File: src/rtl/alu_issue_ctrl.sv
// ALU issue controller: accepts instruction words, reads the register file,
// drives the ALU enable/rdy handshake and writes results back.
module alu_issue_ctrl #(
  parameter int NREGS   = 8,
  parameter int TIMEOUT = 16
) (
  input  logic        clk,
  input  logic        rst,
  input  logic        instr_valid,
  input  logic [31:0] instr,
  output logic        instr_ready,
  output logic        alu_enable,
  output logic [5:0]  alu_func,
  output logic [31:0] alu_x1,
  output logic [31:0] alu_x2,
  output logic [15:0] alu_imm,
  input  logic [31:0] alu_y,
  input  logic        alu_rdy,
  output logic        busy,
  output logic        done,
  output logic        err,
  input  logic [2:0]  dbg_sel,
  output logic [31:0] dbg_data
);
  localparam int CW = $clog2(TIMEOUT + 1);

  typedef enum logic [2:0] {
    IDLE, ARM, EXEC, WB, ABORT
  } state_t;

  state_t          state_q, state_d;
  logic            ready_q, ready_d;
  logic            busy_q, busy_d;
  logic            en_q, en_d;
  logic            done_q, done_d;
  logic            err_q, err_d;
  logic [5:0]      func_q, func_d;
  logic [31:0]     x1_q, x1_d;
  logic [31:0]     x2_q, x2_d;
  logic [15:0]     imm_q, imm_d;
  logic [2:0]      rd_q, rd_d;
  logic [31:0]     y_q, y_d;
  logic [CW-1:0]   cnt_q, cnt_d;
  logic [31:0]     regs_q [8];
  logic [31:0]     regs_d [8];
  logic [31:0]     rs1_val, rs2_val;
  logic            unused_ok;

  // Index 0 and indices beyond NREGS read as zero and swallow writes.
  function automatic logic rd_ok(input logic [2:0] i);
    return (i != 3'd0) && (32'(i) < NREGS);
  endfunction

  assign rs1_val   = rd_ok(instr[22:20]) ? regs_q[instr[22:20]] : '0;
  assign rs2_val   = rd_ok(instr[19:17]) ? regs_q[instr[19:17]] : '0;
  assign dbg_data  = rd_ok(dbg_sel) ? regs_q[dbg_sel] : '0;
  assign unused_ok = instr[16];

  always_comb begin
    state_d = state_q;
    en_d    = 1'b0;
    done_d  = 1'b0;
    err_d   = 1'b0;
    func_d  = func_q;
    x1_d    = x1_q;
    x2_d    = x2_q;
    imm_d   = imm_q;
    rd_d    = rd_q;
    y_d     = y_q;
    cnt_d   = cnt_q;
    regs_d  = regs_q;
    unique case (state_q)
      IDLE: begin
        if (instr_valid && ready_q) begin
          func_d  = instr[31:26];
          rd_d    = instr[25:23];
          x1_d    = rs1_val;
          x2_d    = rs2_val;
          imm_d   = instr[15:0];
          state_d = ARM;
        end
      end
      ARM: begin
        // A stale rdy from the previous op must clear first.
        if (!alu_rdy) begin
          state_d = EXEC;
          en_d    = 1'b1;
          cnt_d   = '0;
        end
      end
      EXEC: begin
        if (alu_rdy) begin
          y_d     = alu_y;
          done_d  = 1'b1;
          state_d = WB;
        end else if (cnt_q == CW'(TIMEOUT - 1)) begin
          err_d   = 1'b1;
          state_d = ABORT;
        end else begin
          cnt_d = cnt_q + CW'(1);
          en_d  = 1'b1;
        end
      end
      WB: begin
        if (rd_ok(rd_q)) regs_d[rd_q] = y_q;
        state_d = IDLE;
      end
      ABORT: state_d = IDLE;
      default: state_d = IDLE;
    endcase
    ready_d = (state_d == IDLE);
    busy_d  = (state_d != IDLE);
  end

  always_ff @(posedge clk or negedge rst) begin
    if (!rst) begin
      state_q <= IDLE;
      ready_q <= 1'b0;
      busy_q  <= 1'b0;
      en_q    <= 1'b0;
      done_q  <= 1'b0;
      err_q   <= 1'b0;
      func_q  <= '0;
      x1_q    <= '0;
      x2_q    <= '0;
      imm_q   <= '0;
      rd_q    <= '0;
      y_q     <= '0;
      cnt_q   <= '0;
      for (int i = 0; i < 8; i++) regs_q[i] <= '0;
    end else begin
      state_q <= state_d;
      ready_q <= ready_d;
      busy_q  <= busy_d;
      en_q    <= en_d;
      done_q  <= done_d;
      err_q   <= err_d;
      func_q  <= func_d;
      x1_q    <= x1_d;
      x2_q    <= x2_d;
      imm_q   <= imm_d;
      rd_q    <= rd_d;
      y_q     <= y_d;
      cnt_q   <= cnt_d;
      regs_q  <= regs_d;
    end
  end

  assign instr_ready = ready_q;
  assign busy        = busy_q;
  assign alu_enable  = en_q;
  assign done        = done_q;
  assign err         = err_q;
  assign alu_func    = func_q;
  assign alu_x1      = x1_q;
  assign alu_x2      = x2_q;
  assign alu_imm     = imm_q;

endmodule

File: config.mk
export PLATFORM = sky130hd
export DESIGN_NAME = alu_issue_ctrl
export DESIGN_NICKNAME = d
export VERILOG_FILES = /design/src/rtl/alu_issue_ctrl.sv
export SDC_FILE = /design/constraint.sdc
export NUM_CORES = 1
export LEC_CHECK = 0
export BUFFER_PORTS_ARGS = -buffer_cell sky130_fd_sc_hd__buf_2
export CAP_MARGIN = 5
export CORE_UTILIZATION = 40
export CTS_CLUSTER_SIZE = 24
export DETAILED_ROUTE_END_ITERATION = 16
export GPL_TIMING_DRIVEN = 0
export SLEW_MARGIN = 30
export SYNTH_ARGS = -nofsm -noshare
export SYNTH_HDL_FRONTEND = slang
export SYNTH_SLANG_ARGS = --single-unit
File: constraint.sdc
create_clock -name clk -period 2.2 [get_ports clk]
set_input_delay 0.11 -clock clk [delete_from_list [all_inputs] [get_ports clk]]
set_output_delay 0.11 -clock clk [all_outputs]
set_load 0.05 [all_outputs]
# Yosys cells after proc, flatten, opt, wreduce, memory -nomap -nowiden
# Index checks and enable logic that the tools add are counted.
[totals]
elab_cells = 85
out_inout_bits = 123
register_bits = 390
[classes]
n_reduce_logical = 14
eq_ne = 7
n_mux = 33
magnitude_cmp = 5
add_sub_neg = 1
bitwise_logic = 4
[ops]
columns = ["op", "n"]
rows = [
  ["$mux 32", 10],
  ["$bmux 32 s3", 3],
  ["$bwmux 256", 1],
  ["$demux 32 s3", 1],
  ["$ge 4x4->1 const B", 4],
  ["$not 3->4", 4],
  ["$mux 5", 3],
  ["$reduce_bool 3->1", 5],
  ["$mux 3", 4],
  ["$pmux 5 s2", 1],
  ["$pmux 3 s3", 1],
  ["$mux 1", 8],
  ["$eq 3x2->1 const B", 2],
  ["$logic_not 3->1", 2],
  ["$ne 2x2->1 const B", 3],
  ["$reduce_and 2->1", 3],
  ["$add 5x1->5 const B", 1],
  ["$eq 5x4->1 const B", 1],
  ["$lt 4x1->1 const B", 1],
  ["$reduce_and 4->1", 1],
  ["$eq 3x1->1 const B", 1],
  ["$logic_and 1x1->1", 2],
  ["$pmux 1 s2", 1],
  ["$reduce_bool 2->1", 1],
]

# Depth between registers and ports, before layout
[depth]
ltp_word = 6
mapped_depth = 8

# Worst setup path before layout
# No wires, ideal clock.
[synth_timing]
path_kind = "input to output"
from = "input dbg_sel[0]"
to = "output dbg_data[0]"
arrival_ns = 2.116
setup_slack_ns = -0.026
stages = 5
t_required_ns = 2.090
cell_sequence = "buf_2 -> buf_2 -> clkbuf_1 -> a22oi_1 -> o21ai_0"
[synth_between]
elab_chain_len = 5
word_cells_on_any_way = 6
[synth_rtl]
columns = ["item", "line_no", "text"]
rows = [
  ["start, declared", "22", "input logic [2:0] dbg_sel,"],
  ["$not 3->4 (not written as such)", "56", "assign dbg_data = rd_ok(dbg_sel) ? regs_q[dbg_sel] : '0;"],
  ["$bmux 32 s3", "56", ""],
  ["$mux 32 (not written as such) (2 in series)", "56", ""],
  ["$mux 32 (*)", "56", ""],
  ["end, declared", "23", "output logic [31:0] dbg_data"],
]
# Mark *: on every way between the ends. The rest lies on a longest branch, timed or not. The select of a mux whose other input is x is not followed.

# Worst setup path after layout
[layout_timing]
from = "input dbg_sel[1]"
to = "output dbg_data[11]"
# The elaborated chain is that of the path after synthesis.

==> key figures <==
Power
  – VDD IR max: around 960 uV
  – Power density over the cells: roughly 1400 mW/mm^2
  – Leakage power: around 11 nW

STA
  – Clk_skew: 0.0190 ns
  – Relative slew margins: 25.5%
  – Min Tclk post-route: approximately 2.1 ns
  – Tcrit/Tclk final: 97.0%
  – Final Hold Vio Count: 0
  – Total negative slack: 0 ns
  – Worst-margin pin slew: 1.12 ns
  – Final count of negative-setup-slack endpoints: 0
  – Final Max Tran Viols: 0
  – Hold slack final: ~0.036 ns
  – Final worst slack: around 0.065 ns
  – Highest clock rate: around 470 MHz

Worst setup path
  – Kind of critical path: in2out
  – Worst path slowest cell: buf_1
  – Worst path max stage delay: 0.70 ns
  – Critical-path cell list: buf_2 > buf_1 > mux4_2 > nand2_1 > o21ai_1 > buf_2
  – FF-to-FF setup slack: about 0.10 ns
  – CP endpoint kind: output pin
  – Crit-path max FO: 10
  – Req. time, crit path: 2.09 ns
  – R2R Path End: regs_q[94]
  – Worst EP arrival: 2.02 ns
  – R2R cell count: 6
  – RR Startpoint: state_q[1]
  – Most used cell, CP: buf_2
  – Setup crit start: dbg_sel[1]
  – Startpoint Class: input pin

Floorplanning
  – Initial core utilization: 40.7%
  – Chip height: 217 microns
  – Core area: 0.0455 sq mm
  – Die extent in x: 217 microns
  – Ports: 194
  – Site row count: 78
  – Die Footprint: 0.0472 sq mm

Route
  – DR pass1 iterations: 5
  – Via count: roughly 14k
  – M1 WL: 26800 microns
  – DR top layer: met5
  – Final WL: 62600 microns
  – Via/cell ratio: 5.89
  – Antenna viol nets, final: 0
  – Routed wl met2: 27800 microns
  – Met3 WL post-DR: about 5600 microns
  – Iteration-0 DRC Markers: 1249
  – WL/cell: roughly 26 microns
  – Post-route DRC: 0

Layout
  – Layout cells sized above 1: 36.0%
  – Syn-to-layout area delta: 20.9%
  – Finished Core Util: about half
  – # nets final: roughly 1.9k

CTS
  – Num CTS Buffers: 42
  – Clock root cell: clkbuf_16
  – H-tree Lvls: 2
  – Worst-case clock buffer depth: 3
  – Worst-path clk slew: 0.06 ns
  – # clock sinks: 358
  – Clk_lat worst skew: 0.57 ns
  – CTS tree: yes

GRT
  – First-pass GRT wire length: 93200 microns
  – Vias in the first global route: 14.5k
  – GRT overflow: 0
  – GRT Resource Usage Total: 26.7%
  – Largest net degree at the start of global routing: 84
  – Initial antenna violation count: 3

Synthesis
  – Sequential area share after synthesis: 48.4%
  – Post-synth net total: 1562
  – Area share of the largest cell type after synthesis: between 40 and 50%
  – Cell area after synthesis: 0.0185 sq mm
  – Synthesis Warnings: 0
  – Most area-hungry cell type in the Yosys netlist: dfrtp_1
  – Fraction of registers with async set/reset: 100%
  – Most numerous cell in the Yosys netlist: dfrtp_1
  – Netlist cell types: 43
  – Post-synth top cells: dfrtp_1 (358), mux2_2 (256), nand2_1 (156)
  – Main area contributors after synthesis: dfrtp_1 (48%), mux2_2 (16%), mux2i_1 (7.0%), mux4_2 (4.0%), mux2_1 (3.9%)
  – FF+latch count, synth: 358
  – Mapped Avg Cell Area: 12.4 sq um
  – Number of synthesized flops with an enable pin: 0
  – Most used DFF post-synth: dfrtp_1
  – Synth Instances: 1489

Run
  – Max-Cap Viols: 0

Worst hold path
  – Worst min path class: in2async

Run status
  – Status: finished, final reports clean

Placement
  – Number of port buffers: 186
  – Placer congestion estimate: 0.862
  – Placement Setup Slack: -0.472 ns
  – Dpl hpwl: 40800 microns
metal layers:
layer  track usage [%]  vias up
met5                 0        -
met4              10.7        2
met3              7.87      140
met2              40.2      639
met1              36.1     7243
li1                  -     6174
layout by cell type (no fill, tap or decap), drive strengths merged, types with 3 or more instances in the layout:
| cell | netlist | layout |
|---|---|---|
| nand3 | 7 | 7 |
| dlygate4sd3 | 0 | 60 |
| inv | 4 | 5 |
| dfrtp | 358 | 358 |
| nor2b | 3 | 3 |
| a22oi | 50 | 50 |
| o22ai | 31 | 31 |
| clkbuf | 51 | 125 |
| a221o | 12 | 12 |
| nor3 | 4 | 4 |
| mux2 | 350 | 350 |
| bufinv | 0 | 3 |
| o221ai | 19 | 19 |
| o22a | 19 | 19 |
| nand2b | 6 | 6 |
| buf | 75 | 257 |
| nand2 | 156 | 156 |
| mux4 | 33 | 33 |
| a221oi | 43 | 43 |
| a21oi | 5 | 5 |
| o21ai | 78 | 78 |
| or4 | 3 | 3 |
| nor2 | 32 | 32 |
| mux2i | 130 | 130 |
final cells by class:
class	count	area, sq um
Multi-Input combinational cell	1001	8960
Tap cell	600	751
Antenna cell	1	2.50
Clock inverter	5	104
Clock buffer	63	1260
Buffer	126	658
Sequential cell	358	8960
Inverter	4	15.0
Fill cell	4119	23100
Timing Repair Buffer	253	1680
through the flow:
stage	power [W]	cells	cell area, sq um
detailed placement	0.0251	2279	20300
CTS	0.0324	2408	22300
global placement	0.0247	2275	20200
finish	0.0324	2411	22400
floorplan	0.0212	1489	18500
global route	0.0341	2410	22400
cells by family (layout without fill, tap and decap cells):
| group | count (synthesis) | after routing | synth area share (%) |
|---|---|---|---|
| other | 0 | 1 | 0 |
| multiplexers | 513 | 513 | 32.9 |
| AND/OR/NAND/NOR | 222 | 222 | 5.07 |
| flip-flops | 358 | 358 | 48.4 |
| adder cells (fa/ha/maj) | 2 | 2 | 0.135 |
| XOR/XNOR | 2 | 2 | 0.0946 |
| AO/OA/AOI/OAI | 262 | 262 | 9.99 |
| buffers and inverters | 130 | 451 | 3.41 |
worst max-delay path by stage:
stage,end,slack [ns],cells after the start
4_1_cts,regs_q[94],-0.08,5
3_5_place_dp,alu_x1[26],-0.47,6
2_1_floorplan,dbg_data[29],0.09,5
3_3_place_gp,y_q[22],-6.11,1
5_1_grt,regs_q[94],-0.01,6
6_report,dbg_data[11],0.07,6
report_power, final:
part           switching [W]  internal, W  leakage (nW)
clock                0.00281      0.00428         0.669
sequential           0.00313      0.00953          4.70
combinational        0.00759      0.00506          5.26
what timing repair did:
| action | CTS | global route |
|---|---|---|
| hold buffers | 60 | 0 |
| endpoints found under the setup margin | 160 | 185 |
| setup buffers | 1 | 1 |
| hold endpoints to repair | 257 | 0 |
| resized for setup | 10 | 22 |
| pin swaps | 1 | 2 |
flip-flops by register name (all words and copies together), names as in the netlist:
| signal | count |
|---|---|
| alu_enable | 1 |
| alu_imm | 16 |
| alu_func | 6 |
| alu_x2 | 32 |
| state_q | 3 |
| regs_q | 224 |
| alu_x1 | 32 |
| y_q | 32 |
| done | 1 |
| rd_q | 3 |
| busy | 1 |
| err | 1 |
| instr_ready | 1 |
| cnt_q | 5 |
critical path, delay by kind of cell:
family | cells | cell delay [ns]
buffers and inverters | 3 | 1.29
AOI/OAI and AO/OA | 1 | 0.22
and+or+nand+nor | 1 | 0.05
muxes | 1 | 0.35
No activity file was read; power rests on OpenSTA's default activity.
